--- src/rtl/alu_operand_stage_pkg.sv ---
// Shared decode constants and types for the ALU operand stage.
package alu_operand_stage_pkg;

    // ALU operation codes
    localparam logic [4:0] ALU_ADD = 5'd0;
    localparam logic [4:0] ALU_SUB = 5'd1;
    localparam logic [4:0] ALU_AND = 5'd2;
    localparam logic [4:0] ALU_OR  = 5'd3;
    localparam logic [4:0] ALU_XOR = 5'd4;
    localparam logic [4:0] ALU_NOR = 5'd5;
    localparam logic [4:0] ALU_SLL = 5'd6;
    localparam logic [4:0] ALU_SRL = 5'd7;
    localparam logic [4:0] ALU_SRA = 5'd8;
    localparam logic [4:0] ALU_SLT = 5'd9;

    // opcodes
    localparam logic [5:0] OP_RTYPE = 6'h00;
    localparam logic [5:0] OP_BEQ   = 6'h04;
    localparam logic [5:0] OP_ADDI  = 6'h08;
    localparam logic [5:0] OP_ADDIU = 6'h09;
    localparam logic [5:0] OP_SLTI  = 6'h0A;
    localparam logic [5:0] OP_SLTIU = 6'h0B;
    localparam logic [5:0] OP_ANDI  = 6'h0C;
    localparam logic [5:0] OP_ORI   = 6'h0D;
    localparam logic [5:0] OP_XORI  = 6'h0E;
    localparam logic [5:0] OP_LUI   = 6'h0F;
    localparam logic [5:0] OP_LW    = 6'h23;
    localparam logic [5:0] OP_SW    = 6'h2B;

    // R-type funct codes
    localparam logic [5:0] FN_SLL  = 6'h00;
    localparam logic [5:0] FN_SRL  = 6'h02;
    localparam logic [5:0] FN_SRA  = 6'h03;
    localparam logic [5:0] FN_SLLV = 6'h04;
    localparam logic [5:0] FN_SRLV = 6'h06;
    localparam logic [5:0] FN_SRAV = 6'h07;
    localparam logic [5:0] FN_ADD  = 6'h20;
    localparam logic [5:0] FN_ADDU = 6'h21;
    localparam logic [5:0] FN_SUB  = 6'h22;
    localparam logic [5:0] FN_SUBU = 6'h23;
    localparam logic [5:0] FN_AND  = 6'h24;
    localparam logic [5:0] FN_OR   = 6'h25;
    localparam logic [5:0] FN_XOR  = 6'h26;
    localparam logic [5:0] FN_NOR  = 6'h27;
    localparam logic [5:0] FN_SLT  = 6'h2A;
    localparam logic [5:0] FN_SLTU = 6'h2B;

    // lui is executed as "imm << 16" on the ALU
    localparam int LUI_SHIFT = 16;

    typedef enum logic [2:0] {
        IN1_ZERO,
        IN1_RS,
        IN1_SHAMT,
        IN1_RS_LOW5,
        IN1_LUI_SHIFT
    } in1_sel_e;

    typedef enum logic [1:0] {
        IN2_ZERO,
        IN2_RT,
        IN2_IMM
    } in2_sel_e;

    typedef enum logic {
        EXT_ZERO,
        EXT_SIGN
    } ext_e;

    typedef enum logic [1:0] {
        DEST_NONE,
        DEST_RD,
        DEST_RT
    } dest_sel_e;

    typedef struct packed {
        logic [4:0] conf;
        logic       sign;
        in1_sel_e   in1_sel;
        in2_sel_e   in2_sel;
        ext_e       ext;
        dest_sel_e  dest_sel;
        logic       illegal;
    } dec_t;

    // Undecodable instructions collapse to an all-zero bundle flagged illegal
    localparam dec_t DEC_ILLEGAL = '{ALU_ADD, 1'b0, IN1_ZERO, IN2_ZERO, EXT_ZERO, DEST_NONE, 1'b1};

    function automatic dec_t mk_dec(input logic [4:0] conf, input logic sign,
                                    input in1_sel_e s1, input in2_sel_e s2,
                                    input ext_e ext, input dest_sel_e d);
        mk_dec = '{conf, sign, s1, s2, ext, d, 1'b0};
    endfunction

endpackage

--- src/rtl/alu_operand_stage_decode.sv ---
// Combinational decode of opcode/funct into ALU control and operand selects.
module alu_op_decode
    import alu_operand_stage_pkg::*;
(
    input  logic [5:0] opcode,
    input  logic [5:0] funct,
    output dec_t       dec
);

    // Map opcode/funct to the control bundle; anything unlisted is illegal
    always_comb begin
        dec = DEC_ILLEGAL;
        case (opcode)
            OP_RTYPE: begin
                case (funct)
                    FN_ADD:  dec = mk_dec(ALU_ADD, 1'b1, IN1_RS, IN2_RT, EXT_ZERO, DEST_RD);
                    FN_ADDU: dec = mk_dec(ALU_ADD, 1'b0, IN1_RS, IN2_RT, EXT_ZERO, DEST_RD);
                    FN_SUB:  dec = mk_dec(ALU_SUB, 1'b1, IN1_RS, IN2_RT, EXT_ZERO, DEST_RD);
                    FN_SUBU: dec = mk_dec(ALU_SUB, 1'b0, IN1_RS, IN2_RT, EXT_ZERO, DEST_RD);
                    FN_AND:  dec = mk_dec(ALU_AND, 1'b0, IN1_RS, IN2_RT, EXT_ZERO, DEST_RD);
                    FN_OR:   dec = mk_dec(ALU_OR,  1'b0, IN1_RS, IN2_RT, EXT_ZERO, DEST_RD);
                    FN_XOR:  dec = mk_dec(ALU_XOR, 1'b0, IN1_RS, IN2_RT, EXT_ZERO, DEST_RD);
                    FN_NOR:  dec = mk_dec(ALU_NOR, 1'b0, IN1_RS, IN2_RT, EXT_ZERO, DEST_RD);
                    FN_SLT:  dec = mk_dec(ALU_SLT, 1'b1, IN1_RS, IN2_RT, EXT_ZERO, DEST_RD);
                    FN_SLTU: dec = mk_dec(ALU_SLT, 1'b0, IN1_RS, IN2_RT, EXT_ZERO, DEST_RD);
                    FN_SLL:  dec = mk_dec(ALU_SLL, 1'b0, IN1_SHAMT,   IN2_RT, EXT_ZERO, DEST_RD);
                    FN_SRL:  dec = mk_dec(ALU_SRL, 1'b0, IN1_SHAMT,   IN2_RT, EXT_ZERO, DEST_RD);
                    FN_SRA:  dec = mk_dec(ALU_SRA, 1'b0, IN1_SHAMT,   IN2_RT, EXT_ZERO, DEST_RD);
                    FN_SLLV: dec = mk_dec(ALU_SLL, 1'b0, IN1_RS_LOW5, IN2_RT, EXT_ZERO, DEST_RD);
                    FN_SRLV: dec = mk_dec(ALU_SRL, 1'b0, IN1_RS_LOW5, IN2_RT, EXT_ZERO, DEST_RD);
                    FN_SRAV: dec = mk_dec(ALU_SRA, 1'b0, IN1_RS_LOW5, IN2_RT, EXT_ZERO, DEST_RD);
                    default: dec = DEC_ILLEGAL;
                endcase
            end
            OP_ADDI:  dec = mk_dec(ALU_ADD, 1'b1, IN1_RS, IN2_IMM, EXT_SIGN, DEST_RT);
            OP_ADDIU: dec = mk_dec(ALU_ADD, 1'b0, IN1_RS, IN2_IMM, EXT_SIGN, DEST_RT);
            OP_SLTI:  dec = mk_dec(ALU_SLT, 1'b1, IN1_RS, IN2_IMM, EXT_SIGN, DEST_RT);
            OP_SLTIU: dec = mk_dec(ALU_SLT, 1'b0, IN1_RS, IN2_IMM, EXT_SIGN, DEST_RT);
            OP_LW:    dec = mk_dec(ALU_ADD, 1'b0, IN1_RS, IN2_IMM, EXT_SIGN, DEST_RT);
            OP_SW:    dec = mk_dec(ALU_ADD, 1'b0, IN1_RS, IN2_IMM, EXT_SIGN, DEST_NONE);
            OP_BEQ:   dec = mk_dec(ALU_SUB, 1'b0, IN1_RS, IN2_RT,  EXT_ZERO, DEST_NONE);
            OP_ANDI:  dec = mk_dec(ALU_AND, 1'b0, IN1_RS, IN2_IMM, EXT_ZERO, DEST_RT);
            OP_ORI:   dec = mk_dec(ALU_OR,  1'b0, IN1_RS, IN2_IMM, EXT_ZERO, DEST_RT);
            OP_XORI:  dec = mk_dec(ALU_XOR, 1'b0, IN1_RS, IN2_IMM, EXT_ZERO, DEST_RT);
            OP_LUI:   dec = mk_dec(ALU_SLL, 1'b0, IN1_LUI_SHIFT, IN2_IMM, EXT_ZERO, DEST_RT);
            default:  dec = DEC_ILLEGAL;
        endcase
    end

endmodule

--- src/rtl/alu_operand_stage.sv ---
// Registered operand stage in front of the ALU: decode, operand select/extend,
// and a one-entry valid/ready holding register with flush.
module alu_operand_stage
    import alu_operand_stage_pkg::*;
#(
    parameter int DATA_W = 32,
    parameter int CONF_W = 5
) (
    input  logic              clk,
    input  logic              reset,
    input  logic              flush,
    input  logic              in_valid,
    output logic              in_ready,
    input  logic [31:0]       instr,
    input  logic [DATA_W-1:0] rs_data,
    input  logic [DATA_W-1:0] rt_data,
    output logic              out_valid,
    input  logic              out_ready,
    output logic [CONF_W-1:0] ALUConf,
    output logic              Sign,
    output logic [DATA_W-1:0] In1,
    output logic [DATA_W-1:0] In2,
    output logic [4:0]        dest_reg,
    output logic              illegal
);

    dec_t              dec;
    logic [DATA_W-1:0] imm_ext;
    logic [DATA_W-1:0] in1_d;
    logic [DATA_W-1:0] in2_d;
    logic [4:0]        dest_d;
    logic              load;

    // rs register number is not needed: the register file already supplied rs_data
    logic unused_rs_field;
    assign unused_rs_field = ^instr[25:21];

    alu_op_decode u_decode (
        .opcode (instr[31:26]),
        .funct  (instr[5:0]),
        .dec    (dec)
    );

    assign in_ready = !out_valid || out_ready;
    assign load     = in_valid && in_ready;

    // Operand and destination muxes driven by the decoded selects
    always_comb begin
        imm_ext = (dec.ext == EXT_SIGN) ? {{(DATA_W-16){instr[15]}}, instr[15:0]}
                                        : {{(DATA_W-16){1'b0}}, instr[15:0]};
        case (dec.in1_sel)
            IN1_RS:        in1_d = rs_data;
            IN1_SHAMT:     in1_d = DATA_W'(instr[10:6]);
            IN1_RS_LOW5:   in1_d = DATA_W'(rs_data[4:0]);
            IN1_LUI_SHIFT: in1_d = DATA_W'(LUI_SHIFT);
            default:       in1_d = '0;
        endcase
        case (dec.in2_sel)
            IN2_RT:  in2_d = rt_data;
            IN2_IMM: in2_d = imm_ext;
            default: in2_d = '0;
        endcase
        case (dec.dest_sel)
            DEST_RD: dest_d = instr[15:11];
            DEST_RT: dest_d = instr[20:16];
            default: dest_d = 5'd0;
        endcase
    end

    // Holding register: flush wins, then load, then drain; data holds otherwise
    always_ff @(posedge clk or negedge reset) begin
        if (!reset) begin
            out_valid <= 1'b0;
            ALUConf   <= '0;
            Sign      <= 1'b0;
            In1       <= '0;
            In2       <= '0;
            dest_reg  <= 5'd0;
            illegal   <= 1'b0;
        end else if (flush) begin
            out_valid <= 1'b0;
        end else if (load) begin
            out_valid <= 1'b1;
            ALUConf   <= CONF_W'(dec.conf);
            Sign      <= dec.sign;
            In1       <= in1_d;
            In2       <= in2_d;
            dest_reg  <= dest_d;
            illegal   <= dec.illegal;
        end else if (out_ready) begin
            out_valid <= 1'b0;
        end
    end

endmodule

--- config.mk ---
export PLATFORM = sky130hd
export DESIGN_NAME = alu_operand_stage
export DESIGN_NICKNAME = d
export VERILOG_FILES = /design/src/rtl/alu_operand_stage_pkg.sv /design/src/rtl/alu_operand_stage_decode.sv /design/src/rtl/alu_operand_stage.sv
export SDC_FILE = /design/constraint.sdc
export NUM_CORES = 1
export LEC_CHECK = 0
export ABC_CLOCK_PERIOD_IN_PS = 3410
export CORE_MARGIN = 1
export CORE_UTILIZATION = 44
export CTS_CLUSTER_SIZE = 28
export DETAILED_ROUTE_END_ITERATION = 8
export PLACE_DENSITY_LB_ADDON = 0.1
export SETUP_SLACK_MARGIN = 0.1
export SYNTH_ARGS = -nofsm -noshare
export SYNTH_HDL_FRONTEND = slang
export SYNTH_SLANG_ARGS = --single-unit
--- constraint.sdc ---
create_clock -name clk -period 3.41 [get_ports clk]
set_input_delay 0.682 -clock clk [delete_from_list [all_inputs] [get_ports clk]]
set_output_delay 0.682 -clock clk [all_outputs]
set_load 0.1 [all_outputs]
After elaboration in Yosys (flattened, before gate mapping)
Memories as Yosys holds them, arrays and structs flattened.
Cells that the tools add are included.
Storage, ports and cells
  register bits: 77
  ROM bits: 640
  bits of input ports: 101
  output and inout port bits: 78
  word-level logic and storage cells: 43
  memories: 1
Cells by class
  eq/ne operators: 19
  mux-type cells: 8
  bitwise logic cells: 1
  reductions and logical operators: 7
Memory list
  (no name shown): depth 64, width 10, rd ports 1, clocked after memory_dff 0, wr ports 0, line alu_operand_stage_decode.sv:15  | case (funct)
Operators with widths (number)
  $pmux 15 s11: 1
  $pmux 32 s4: 1
  $pmux 32 s2: 1
  $eq 6x4->1 const B: 8
  $mux 32: 1
  $eq 6x6->1 const B: 2
  $pmux 5 s2: 1
  $eq 3x2->1 const B: 2
  $eq 6x3->1 const B: 1
  $logic_not 6->1: 1
  $eq 2x1->1 const B: 2
  $eq 2x2->1 const B: 2
  $eq 3x1->1 const B: 1
  $eq 3x3->1 const B: 1
  $mux 1: 3
  $reduce_bool 3->1: 1
  $reduce_and 2->1: 1
  $reduce_or 2->1: 1
  $logic_and 1x1->1: 1
  $logic_not 1->1: 1
  $logic_or 1x1->1: 1
  $not 1->1: 1

Logic depth before layout (Yosys ltp)
  word-level depth: 5
  gate-level depth with buffers: 12
  mapped depth without buffers: 10

Hierarchy
Synthesis repeated with hierarchy kept, for this count alone.
Second synthesis, totals
  cell total of the unflattened synthesis: 342
  area, all modules: 3793.6 um^2
Modules (own cells, without submodules)
  alu_operand_stage: times used 1, cells each 270, area an instance 3329.4 um^2, sequential area each 1926.8 um^2
  alu_op_decode: times used 1, cells each 72, area an instance 464.2 um^2, sequential area each 0.0 um^2

Least setup slack after synthesis
No wires, ideal clock.
  path type: input -> register
  from: in instr[3]
  to: reg In2[22]
  library setup time: 0.083 ns
  data arrival time: 3.035 ns
  required time: 3.327 ns
  path slack: 0.293 ns
  stages on the path: 12
  path buffers: 3
  path through: clkbuf_1 -> nand2_1 -> a31o_2 -> o21a_1 -> inv_1 -> ha_1 -> clkbuf_1 -> nand2_1 -> a2111oi_2 -> clkbuf_1 -> a21oi_1 -> o21ai_0
Between the ends
  longest elaborated chain between the ends: 4
  elaborated cells between the ends (all ways): 5
  classes of those cells: eq/ne: 2; mux: 2; memory: 1
RTL lines
  start, declared: line alu_operand_stage.sv:14  | input logic [31:0] instr,
  $mem_v2 64x10 (*)
  $pmux 15 s11 (*): line alu_operand_stage_decode.sv:13  | case (opcode)
  $eq 2x2->1 or $eq 2x1->1 (tied branches): line alu_operand_stage.sv:58  | case (dec.in2_sel)
  $pmux 32 s2 (*): line alu_operand_stage.sv:58
  end signal, assigned: line alu_operand_stage.sv:87  | In2 <= in2_d;
  end, declared: line alu_operand_stage.sv:22  | output logic [DATA_W-1:0] In2,
Mark *: on every way between the ends. The rest lies on a longest branch, timed or not.
A chain may end at the register's enable or synchronous reset.

Worst setup path in the final report
  from: in instr[2]
  to: reg In2[26]
Same word-level chain as after synthesis.

==> qor.txt <==
Clk pwr share = 33.7%
Worst Setup End Kind = register
n_diodes = 0
Final setup viols = 0
first-pass GRT wire length = 17600 um
Detail Route met2 WL = 5310 um
internal cell power = 0.00158 W
CTS Buffer Depth = 2
Worst slew margin = 32.0%
Rows = 32
period utilization = 88.6%
post-CTS sizing = 0
CTS tree = done
area of the mapped netlist = 3660 sq um
DP HPWL = 7890 um
Final Hold Viols = 0
Synth cell types = 53
Synth Net Count = 460
Die Wd = 93.2 um
TritonRoute pass-1 iters = 5
yosys warns = 0
largest net degree at the start of global routing = 77
Final Power = 0.00238 W
Flop pwr share = 40.1%
GP Congestion = 0.922
Worst Tran Pin Value = 1020 ps
Clock Root Buffer = clkbuf_8
cell area after layout = 5720 sq um
hold slack = 471 ps
register area share after synthesis = 52.0%
die area = 8690 sq um
dpl ws = -37.3 ps
Initial Util = 46.4%
initial antenna violation count = 0
top_reg_cell synth = dfrtp_1
All-Layer GR Usage = 26.0%
RSZ-0062 raised after global routing = false
critical path class = in2reg
gr ovfl total = 0
r2r setup slk = 1630 ps
M1 WL = 4840 um
Seq cells post-synth = 76
Leakage = 2.42 nW
CP max FO = 16
final wirelength = 11100 um
met3 WL = 817 um
DR vias/cell = 5.56
syn avg cell area = 10.3 sq um
Setup WS post-layout = 390 ps
TNS Setup = 0 ps
Max Freq = 0.331 GHz
DRT antenna net count = 0
cell count after synthesis = 355
fin crit period = 3020 ps
status = finished clean
vias in the first global route = 3468
DP Area = 5490 sq um
power per cell area = 415 nW/um^2
synth-to-layout area growth = 56.4%
Post-synth EDFFs = 0
P_sw = 0.000790 W
PortBufs = 172
async set-reset flop share out of synthesis = 100%
io pins = 179
H-tree depth = 3
FILL cells = 597
top sig layer = met4
Die Y = 93.2 um
Skew-Pair Late Insertion Delay = 340 ps
hold buffers post-CTS = 0
DRT iter0 DRCs = 184
hold crit path type = in2async
max_cap viols = 0
Arr. time, crit path = 3280 ps
via count = 3544
Post-Route Skew = 8.16 ps
CP required = 3670 ps
Setup Fix Bufs, Post-CTS = 0
Gate power share = 26.2%
CTS Sinks = 76
Peak VDD IR = 300 uV
Sw Share = 33.3%
Final #Nets = 635
core area = 7890 sq um
WL per Instance = 17.4 um
Multi-input gate area = 1580 sq um
startpoint type of the worst setup path = input pin
register area = 1900 sq um
CTS buffer count = 9
clock slew at reported path FFs = 90 ps
Max Slew Vio Count = 0
ratio of cells with drive above 1 in the final layout = 14.6%
residual DRC count = 0
[cell type report]
| type | count | area share [%] |
|---|---|---|
| flip-flops and latches | 76 | 33.2 |
| repair buffers | 195 | 32.1 |
| multi-input cells | 237 | 27.7 |
| clock buffers | 10 | 2.40 |
| well taps | 102 | 2.23 |
| clock inverters | 6 | 1.64 |
| inverters | 11 | 0.721 |
[power by group through the flow]
| stage | logic [W] | registers, W | clock network [W] |
|---|---|---|---|
| after floorplan | 0.000122 | 0.00122 | 0 |
| after global placement | 0.000614 | 0.000968 | 0 |
| after detailed placement | 0.000620 | 0.000971 | 0 |
| after CTS | 0.000623 | 0.000953 | 0.000818 |
| after global routing | 0.000650 | 0.000957 | 0.000845 |
| final | 0.000621 | 0.000953 | 0.000801 |
[worst max-delay path: stages]
cell,delay [ps]
clkdlybuf4s50_1,490
nand2b_1,140
nand2_1,120
a31o_2,280
o21a_1,180
inv_1,70
ha_1,170
nand2_1,90
a2111oi_4,760
a21oi_1,90
o21ai_0,200
[cell usage after synthesis (3+ instances only)]
cell | number | area [sq um]
clkbuf_1 | 23 | 86.3
nand3b_1 | 3 | 22.5
inv_1 | 11 | 41.3
a22o_1 | 27 | 236
a221o_1 | 4 | 40.0
a31oi_1 | 4 | 25.0
dfrtp_1 | 76 | 1900
nand3_1 | 4 | 20.0
a22oi_1 | 23 | 173
and2_1 | 5 | 31.3
nand2_1 | 48 | 180
a21oi_1 | 19 | 95.1
o31ai_1 | 21 | 158
nor2_1 | 5 | 18.8
buf_6 | 3 | 33.8
ha_1 | 4 | 50.1
nor3_1 | 3 | 15.0
o21ai_0 | 22 | 110
nand2b_1 | 4 | 25.0
[per-stage QoR]
| step | util, % | cells |
|---|---|---|
| after floorplan | - | 355 |
| after global placement | 69.6 | 621 |
| after detailed placement | 69.6 | 621 |
| after CTS | 72.6 | 637 |
| after global routing | 72.6 | 637 |
| final | 72.6 | 637 |
[layout by cell type (no fill, tap or decap), drive strengths merged, types with 2 or more instances in the layout]
cell / instances
clkdlybuf4s50: 149
dfrtp: 76
nand2: 48
buf: 46
a22o: 27
a22oi: 23
o21ai: 23
o31ai: 21
a21oi: 21
inv: 13
clkbuf: 10
nor2: 5
and2: 5
nand2b: 5
nand3: 4
a31oi: 4
a221o: 4
ha: 4
nor3: 4
nand3b: 3
or4: 3
nor4: 3
or2: 2
a21o: 2
nor2b: 2
a31o: 2
o21a: 2
o22ai: 2
a21bo: 2
o21bai: 2
a221oi: 2
bufinv: 2
[cells by family (layout without fill, tap and decap cells)]
kind of cell               count (synthesis)  after routing  synth area share, %
DFF                                       76             76                 52.0
buffers and inverters                     42            222                 5.09
adders and majority gates                  4              4                 1.37
AOI/OAI and AO/OA                        144            144                 29.0
and+or+nand+nor                           87             87                 12.2
xor gates and xnor gates                   1              1                0.239
other                                      1              1                0.102
[final timing paths]
check	start	endpoint	cells past startpoint
setup / recovery	instr[2]	In2[26]$_DFFE_PN0P_	11
max in group asynchronous	reset	In2[22]$_DFFE_PN0P_	1
min in group clk	In2[18]$_DFFE_PN0P_	In2[18]$_DFFE_PN0P_	2
hold reg to reg	In2[18]$_DFFE_PN0P_	In2[18]$_DFFE_PN0P_	2
hold / removal	reset	In1[2]$_DFFE_PN0P_	1
setup reg to reg	out_valid$_DFFE_PN0P_	In1[23]$_DFFE_PN0P_	5
[layer usage]
metal | vias up | track usage (%)
li1 | 1660 | -
met2 | 139 | 42.0
met1 | 1733 | 34.8
met3 | 12 | 7.07
met5 | - | 0
met4 | 0 | 6.67
No activity file was read; power rests on OpenSTA's default activity.
